## src/rtl/key_conditioner.sv

```systemverilog
// Key conditioner for the two stopwatch buttons (bit0 start, bit1 lap).
// Synchronizes and debounces each raw switch, then turns the debounced level
// into press / release / long-press pulses. Every output is a flop.
// The two keys share only the sample-rate counter.
module key_conditioner #(
  parameter logic [19:0] SAMPLE_DIV   = 20'd100_000,
  parameter int unsigned DEB_LEN      = 5,
  parameter int unsigned LONG_SAMPLES = 200
) (
  input  logic       clk0,
  input  logic       reset_sw,
  input  logic [1:0] key_in,
  output logic       sample_tick,
  output logic [1:0] key_level,
  output logic [1:0] press_pulse,
  output logic [1:0] release_pulse,
  output logic [1:0] long_pulse
);

  localparam int unsigned NKEY   = 2;
  localparam int unsigned CNT_W  = 20;
  localparam int unsigned HOLD_W = (LONG_SAMPLES > 255) ? $clog2(LONG_SAMPLES + 1) : 8;

  localparam logic [CNT_W-1:0]  CNT_LAST  = SAMPLE_DIV - CNT_W'(1);
  localparam logic [HOLD_W-1:0] HOLD_LAST = HOLD_W'(LONG_SAMPLES - 1);

  typedef enum logic [1:0] {
    ST_IDLE = 2'd0,
    ST_HELD = 2'd1,
    ST_LONG = 2'd2
  } state_t;

  logic [NKEY-1:0]  r_sync1;
  logic [NKEY-1:0]  r_sync2;
  logic [CNT_W-1:0] r_sample_cnt;
  logic [CNT_W-1:0] w_cnt_nxt;
  logic             r_tick;
  logic             r_tick_d;

  // Two-flop synchronizer on the raw switch inputs
  always_ff @(posedge clk0 or posedge reset_sw) begin
    if (reset_sw) begin
      r_sync1 <= '0;
      r_sync2 <= '0;
    end else begin
      r_sync1 <= key_in;
      r_sync2 <= r_sync1;
    end
  end

  // Next value of the shared sample-rate counter (0..SAMPLE_DIV-1, wrapping)
  always_comb begin
    w_cnt_nxt = r_sample_cnt + CNT_W'(1);
    if (r_sample_cnt == CNT_LAST) begin
      w_cnt_nxt = '0;
    end
  end

  // Sample counter plus the registered strobe; r_tick is high exactly while
  // the counter sits at its last value. r_tick_d lines the strobe up with the
  // cycle in which the debounce window already holds the new sample.
  always_ff @(posedge clk0 or posedge reset_sw) begin
    if (reset_sw) begin
      r_sample_cnt <= '0;
      r_tick       <= 1'b0;
      r_tick_d     <= 1'b0;
    end else begin
      r_sample_cnt <= w_cnt_nxt;
      r_tick       <= (w_cnt_nxt == CNT_LAST);
      r_tick_d     <= r_tick;
    end
  end

  assign sample_tick = r_tick;

  for (genvar k = 0; k < NKEY; k++) begin : g_key
    logic [DEB_LEN-1:0] r_shift;
    logic               r_level;
    logic               r_press;
    logic               r_release;
    logic               r_long;
    logic               w_all_one;
    logic               w_all_zero;
    logic               w_rise;
    logic               w_fall;
    state_t             r_state;
    state_t             w_state_nxt;
    logic [HOLD_W-1:0]  r_hold;
    logic [HOLD_W-1:0]  w_hold_nxt;
    logic               w_long_nxt;

    // Debounce window: shift in one synchronized sample per tick
    always_ff @(posedge clk0 or posedge reset_sw) begin
      if (reset_sw) begin
        r_shift <= '0;
      end else if (r_tick) begin
        r_shift <= DEB_LEN'({r_shift, r_sync2[k]});
      end
    end

    // A full window of equal samples that disagrees with the level is an edge
    always_comb begin
      w_all_one  = &r_shift;
      w_all_zero = ~|r_shift;
      w_rise     = w_all_one & ~r_level;
      w_fall     = w_all_zero & r_level;
    end

    // Debounced level with its press / release pulses, updated on the same edge
    always_ff @(posedge clk0 or posedge reset_sw) begin
      if (reset_sw) begin
        r_level   <= 1'b0;
        r_press   <= 1'b0;
        r_release <= 1'b0;
      end else begin
        r_press   <= w_rise;
        r_release <= w_fall;
        if (w_rise) begin
          r_level <= 1'b1;
        end else if (w_fall) begin
          r_level <= 1'b0;
        end
      end
    end

    // Hold-tracking FSM state, hold counter and long-press pulse registers
    always_ff @(posedge clk0 or posedge reset_sw) begin
      if (reset_sw) begin
        r_state <= ST_IDLE;
        r_hold  <= '0;
        r_long  <= 1'b0;
      end else begin
        r_state <= w_state_nxt;
        r_hold  <= w_hold_nxt;
        r_long  <= w_long_nxt;
      end
    end

    // Hold FSM: a release always takes priority over reaching the long threshold
    always_comb begin
      w_state_nxt = r_state;
      w_hold_nxt  = r_hold;
      w_long_nxt  = 1'b0;
      case (r_state)
        ST_IDLE: begin
          if (w_rise) begin
            w_state_nxt = ST_HELD;
            w_hold_nxt  = '0;
          end
        end
        ST_HELD: begin
          if (w_fall) begin
            w_state_nxt = ST_IDLE;
          end else if (r_tick_d) begin
            w_hold_nxt = r_hold + HOLD_W'(1);
            if (r_hold == HOLD_LAST) begin
              w_state_nxt = ST_LONG;
              w_long_nxt  = 1'b1;
            end
          end
        end
        ST_LONG: begin
          if (w_fall) begin
            w_state_nxt = ST_IDLE;
          end else if (r_tick_d && (r_hold != '1)) begin
            w_hold_nxt = r_hold + HOLD_W'(1);
          end
        end
        default: begin
          w_state_nxt = ST_IDLE;
        end
      endcase
    end

    assign key_level[k]     = r_level;
    assign press_pulse[k]   = r_press;
    assign release_pulse[k] = r_release;
    assign long_pulse[k]    = r_long;
  end

endmodule
```

## config.mk

```make
export PLATFORM = sky130hd
export DESIGN_NAME = key_conditioner
export DESIGN_NICKNAME = d
export VERILOG_FILES = /design/src/rtl/key_conditioner.sv
export SDC_FILE = /design/constraint.sdc
export NUM_CORES = 1
export LEC_CHECK = 0
export CORE_UTILIZATION = 46
export DETAILED_ROUTE_END_ITERATION = 8
export PLACE_DENSITY = 0.72
export SLEW_MARGIN = 20
export SYNTH_ARGS = -nofsm -noshare
export SYNTH_HDL_FRONTEND = slang
export SYNTH_SLANG_ARGS = --single-unit
```

## constraint.sdc

```tcl
create_clock -name clk0 -period 5.94 [get_ports clk0]
set_input_delay 1.485 -clock clk0 [delete_from_list [all_inputs] [get_ports clk0]]
set_output_delay 1.485 -clock clk0 [all_outputs]
set_load 0.005 [all_outputs]
```

* Word level (Yosys, flattened, before mapping)
Index checks and enable logic that the tools add are counted.
Word-level totals: flip-flop bits (word level) 64, bits in latches 0, memory bits (writable) 0, ROM bits 0, input port bits 4, output and inout port bits 9, memories kept 0
Cells by class: add/sub/neg operators 3, multiply operators 0, divide/modulo/power cells 0, order comparisons 0, equal/unequal tests 26, shifts and indexed selects 0, multiplexer cells 37, bitwise gates (word level) 6, reductions and logical operators 18
Operator list (number):
- $mux W8 | 10
- $pmux W8 S3 | 2
- $eq A20 B17 Y1 const B | 2
- $ne A2 B2 Y1 const B | 12
- $add A20 B1 Y20 const B | 1
- $mux W2 | 10
- $mux W20 | 1
- $add A8 B1 Y8 const B | 2
- $eq A8 B8 Y1 const B | 2
- $ne A8 B8 Y1 const B | 2
- $mux W1 | 12
- $ne A3 B3 Y1 const B | 4
- $pmux W2 S3 | 2
- $reduce_and A6 Y1 | 2
- $reduce_and A5 Y1 | 2
- $reduce_or A5 Y1 | 2
- $reduce_and A4 Y1 | 2
- $reduce_bool A3 Y1 | 2
- $and A1 B1 Y1 | 4
- $eq A2 B1 Y1 const B | 2
- $eq A2 B2 Y1 const B | 2
- $logic_not A2 Y1 | 2
- $reduce_bool A2 Y1 | 2
- $logic_and A1 B1 Y1 | 2
- 2 further kinds | 4

* Logic depth before layout (Yosys ltp)
depth after elaboration 5, depth in mapped cells 9

* Least setup slack after synthesis
No wires, ideal clock.
kind reg-to-reg, start reg r_sample_cnt[5], end reg r_tick (netlist: sample_tick), library setup time 127 ps, arrival time 1987 ps, slack 3826 ps, cell stages (with the launch flop) 7, path buffers 1, cells stage by stage dfrtp_1 > buf_6 > or4_1 > or4b_4 > nor4_4 > or4_1 > nor4_1
On the way: cells in the longest elaborated chain, start to end 3, elaborated cells between the ends (all ways) 4, classes of those cells add/sub (1); eq/ne (2); mux (1)
Ends and longest elaborated chain:
- from (decl) | line 35 | logic [CNT_W-1:0] r_sample_cnt;
- from (signal assigned) | line 68 | r_sample_cnt <= w_cnt_nxt;
- $add A20 B1 Y20 / $eq A20 B17 Y1 (equally long branches) | line 53, 54
- $mux W20 * | line 54 | if (r_sample_cnt == CNT_LAST) begin
- $eq A20 B17 Y1 * | line 69 | r_tick <= (w_cnt_nxt == CNT_LAST);
- to (signal assigned) | line 69
- to (decl) | line 37 | logic r_tick;
Every way passes the cells marked *; elsewhere a longest branch is shown, timed or not. A chain may end at the register's enable or synchronous reset.

* Final worst setup path
start reg r_tick (netlist: sample_tick), end out sample_tick
RTL lines:
- to (decl) | line 13 | output logic sample_tick,
No word-level cell between the ends.

==> results.ini <==
[outcome]
status=complete, no violations

[synthesis]
syn_area_per_cell_sq_um=10.22
ys_types=45
async_reset_ff_share_pct=100.0
synthFlopType=dfrtp_1
yosysWarnings=0
synth_seq_area_share_pct=48.99
syn_nets=335
syn_area_sq_um=3269
synth_edf_count=0
syn_inst=320
ys_ff_latch=64

[sta]
slew-limit-headroom_pct=48.63
worstMarginPinSlew_ns=0.7705
hold_ws_ns=0.3633
skew_ns=0.005261
worst_slack_ns=2.928
min_period_ns=3.012
finalSetupTns_ns=0
hold_violations=0
slew_violations=0
setup_viol=0
final.period_utilization_pct=50.71
fmax_mhz=332.0
rsz0062_at_grt=false

[global_routing]
overflow=0
grt_pass1_vias=2204
grt_pass1_wl_microns=9722
grt_max_degree=65
antenna_found_initial=0
track_usage_pct=16.92

[pwr]
clock_power_share_pct=40.8
peakVddDrop_mv=0.08024
p_sw_mw=0.1597
power_mw=0.7572
combPwrFrac_pct=1.4
power.leakage_nw=1.579
p_per_area_nw_per_um2=211.5
p_int_mw=0.5975
swShare_pct=21.08
seq_power_share_pct=57.8

[clock_tree]
hold_buffers=0
clock_path_buffers=2
clock-root-buffer=clkbuf_8
numCtsBuffers=9
h-tree-depth=3
post-cts-setup-buffer-count=0
insertion_delay_ns=0.33
path_clk_slew_ns=0.06
cts-resized-gates=0
clock_sinks=64
cts_tree=yes

[routing]
wl_per_cell_microns=13.00
drc=0
via_per_inst=5.350
first_pass_iters=6
vias=2290
postRouteAntennaNets=0
dr.first_iter.drc_count=149
wirelength_microns=5565

[place]
dp_hpwl_microns=3736
placed_area_sq_um=3427
gp_congestion=0.7802
pre_cts_slack_ns=3.290
portBuffers=12

[worst_setup_path]
path_class=flip-flop to output port
endpoint_kind=output port
cp_max_fo=12
cp_cell_sequence=clkdlybuf4s50_1
worstSetupStartpointType=flip-flop
cp.required_ns=4.45
path_delay_family=flip-flops
critical_path.slowest_cell=dfrtp_1
slowest_delay_ns=0.61
arrival_ns=1.53
crit_buf_inv=1

[cells_and_area]
nFillCells=617
nets=344
diodes=0
drive_above_1_share_pct=9.940
area_growth_pct=9.529
final_area_sq_um=3581

[floorplanning]
chipHeight_microns=86.31
ioPinCount=13
dieArea_sq_um=7449
die_w_microns=86.31
initial_core_util_pct=47.86
rows=30
core_sq_um=6832

[hold_path]
hold_class=flip-flop to flip-flop

[run]
maxCapViolCount=0

-- cells in the final DEF (no fill, tap or decap), types with 4 or more instances in the layout --
cell / n
mux2_2: 10
ha_1: 11
clkdlybuf4s50_1: 12
nand2_1: 41
mux2i_1: 4
clkbuf_8: 10
nand2b_1: 7
or4_1: 6
o21ai_0: 8
nand3_1: 27
nand4_1: 10
inv_1: 13
xnor2_1: 12
nor2_1: 19
o31ai_1: 5
or4b_1: 4
a21oi_1: 8
xor2_1: 8
dfrtp_1: 64
and3_1: 6
-- cell usage after synthesis (2+ instances only) --
cell type / count / share of area (%)
a21oi_1: 8 / 1.2
nand2_1: 41 / 4.7
o21ai_0: 8 / 1.2
or4b_1: 4 / 1.2
o221ai_1: 2 / 0.54
o31ai_1: 5 / 1.1
buf_4: 8 / 1.8
xor2_1: 8 / 2.1
nand3b_1: 3 / 0.69
nand2b_1: 7 / 1.3
nor3_1: 3 / 0.46
dfrtp_1: 64 / 49
or2_2: 3 / 0.57
xnor2_1: 12 / 3.2
nor4_1: 3 / 0.57
nor2_1: 19 / 2.2
a31oi_1: 2 / 0.38
nor2b_1: 3 / 0.57
and3_1: 6 / 1.1
or4_1: 6 / 1.4
clkbuf_1: 6 / 0.69
or3_1: 3 / 0.57
nor3b_1: 2 / 0.46
ha_1: 11 / 4.2
nor4_4: 2 / 1.3
mux2i_1: 4 / 1.2
mux2_2: 10 / 3.4
and4_1: 2 / 0.54
inv_1: 14 / 1.6
nand4_1: 10 / 1.9
nand3_1: 27 / 4.1
-- stage by stage --
stage,util [%],instances
after CTS,52.42,428
after global placement,50.16,414
after floorplan,-,320
final,52.42,428
after detailed placement,50.16,414
after global routing,52.42,428
-- final timing paths --
check / endpoint / start / cells past startpoint / slack, ns
max: sample_tick / sample_tick / 1 / 2.93
min: r_sync2[0] / r_sync1[0] / 0 / 0.36
max reg2reg: sample_tick / r_sample_cnt[0] / 7 / 3.60
min reg2reg: r_sync2[0] / r_sync1[0] / 0 / 0.36
max in group asynchronous: r_sample_cnt[16] / reset_sw / 3 / 3.74
min in group asynchronous: g_key[1].r_press / reset_sw / 3 / 1.71
-- state kept, by name, summed over array words and instances (netlist names) --
register and count:
g_key.r_hold 16, g_key.r_level 2, g_key.r_long 2, g_key.r_press 2, g_key.r_release 2, g_key.r_shift 10
g_key.r_state 4, r_sample_cnt 20, r_sync1 2, r_sync2 2, r_tick_d 1, sample_tick 1
-- layer usage --
metal	GRT usage (%)	share of wire, %	vias to the layer above
li1	-	-	1140
met1	20.38	47	1120
met2	28.35	49	23
met3	4.857	2.7	7
met4	7.273	1.3	0
met5	0	0	-
-- final cells by class --
class                      instances  area [sq um]  share of cell area, %
tap                               96         120.1                  3.354
clock inverter                     1         5.005                 0.1398
sequential                        64          1602                  44.72
timing repair buffer              14         135.1                  3.774
multi-input combinational        226          1518                  42.38
inverter                          14         52.55                  1.468
clock buffer                      13         148.9                  4.158
-- cell families after synthesis --
logic type / Yosys count / share of synthesized area, %
and+or+nand+nor: 151 / 26.45
DFF: 64 / 48.99
AOI/OAI and AO/OA: 30 / 5.703
buffers and inverters: 30 / 4.631
xor gates and xnor gates: 20 / 5.358
muxes: 14 / 4.669
adders and majority gates: 11 / 4.210
-- power groups by stage --
stage | clock network, mW | logic, mW | registers [mW]
after global placement | 0 | 0.0112 | 0.446
after detailed placement | 0 | 0.0113 | 0.446
after global routing | 0.340 | 0.0127 | 0.437
after CTS | 0.322 | 0.0114 | 0.438
after floorplan | 0 | 0.00636 | 0.446
final | 0.309 | 0.0105 | 0.438
(Power assumes the default switching activity.)
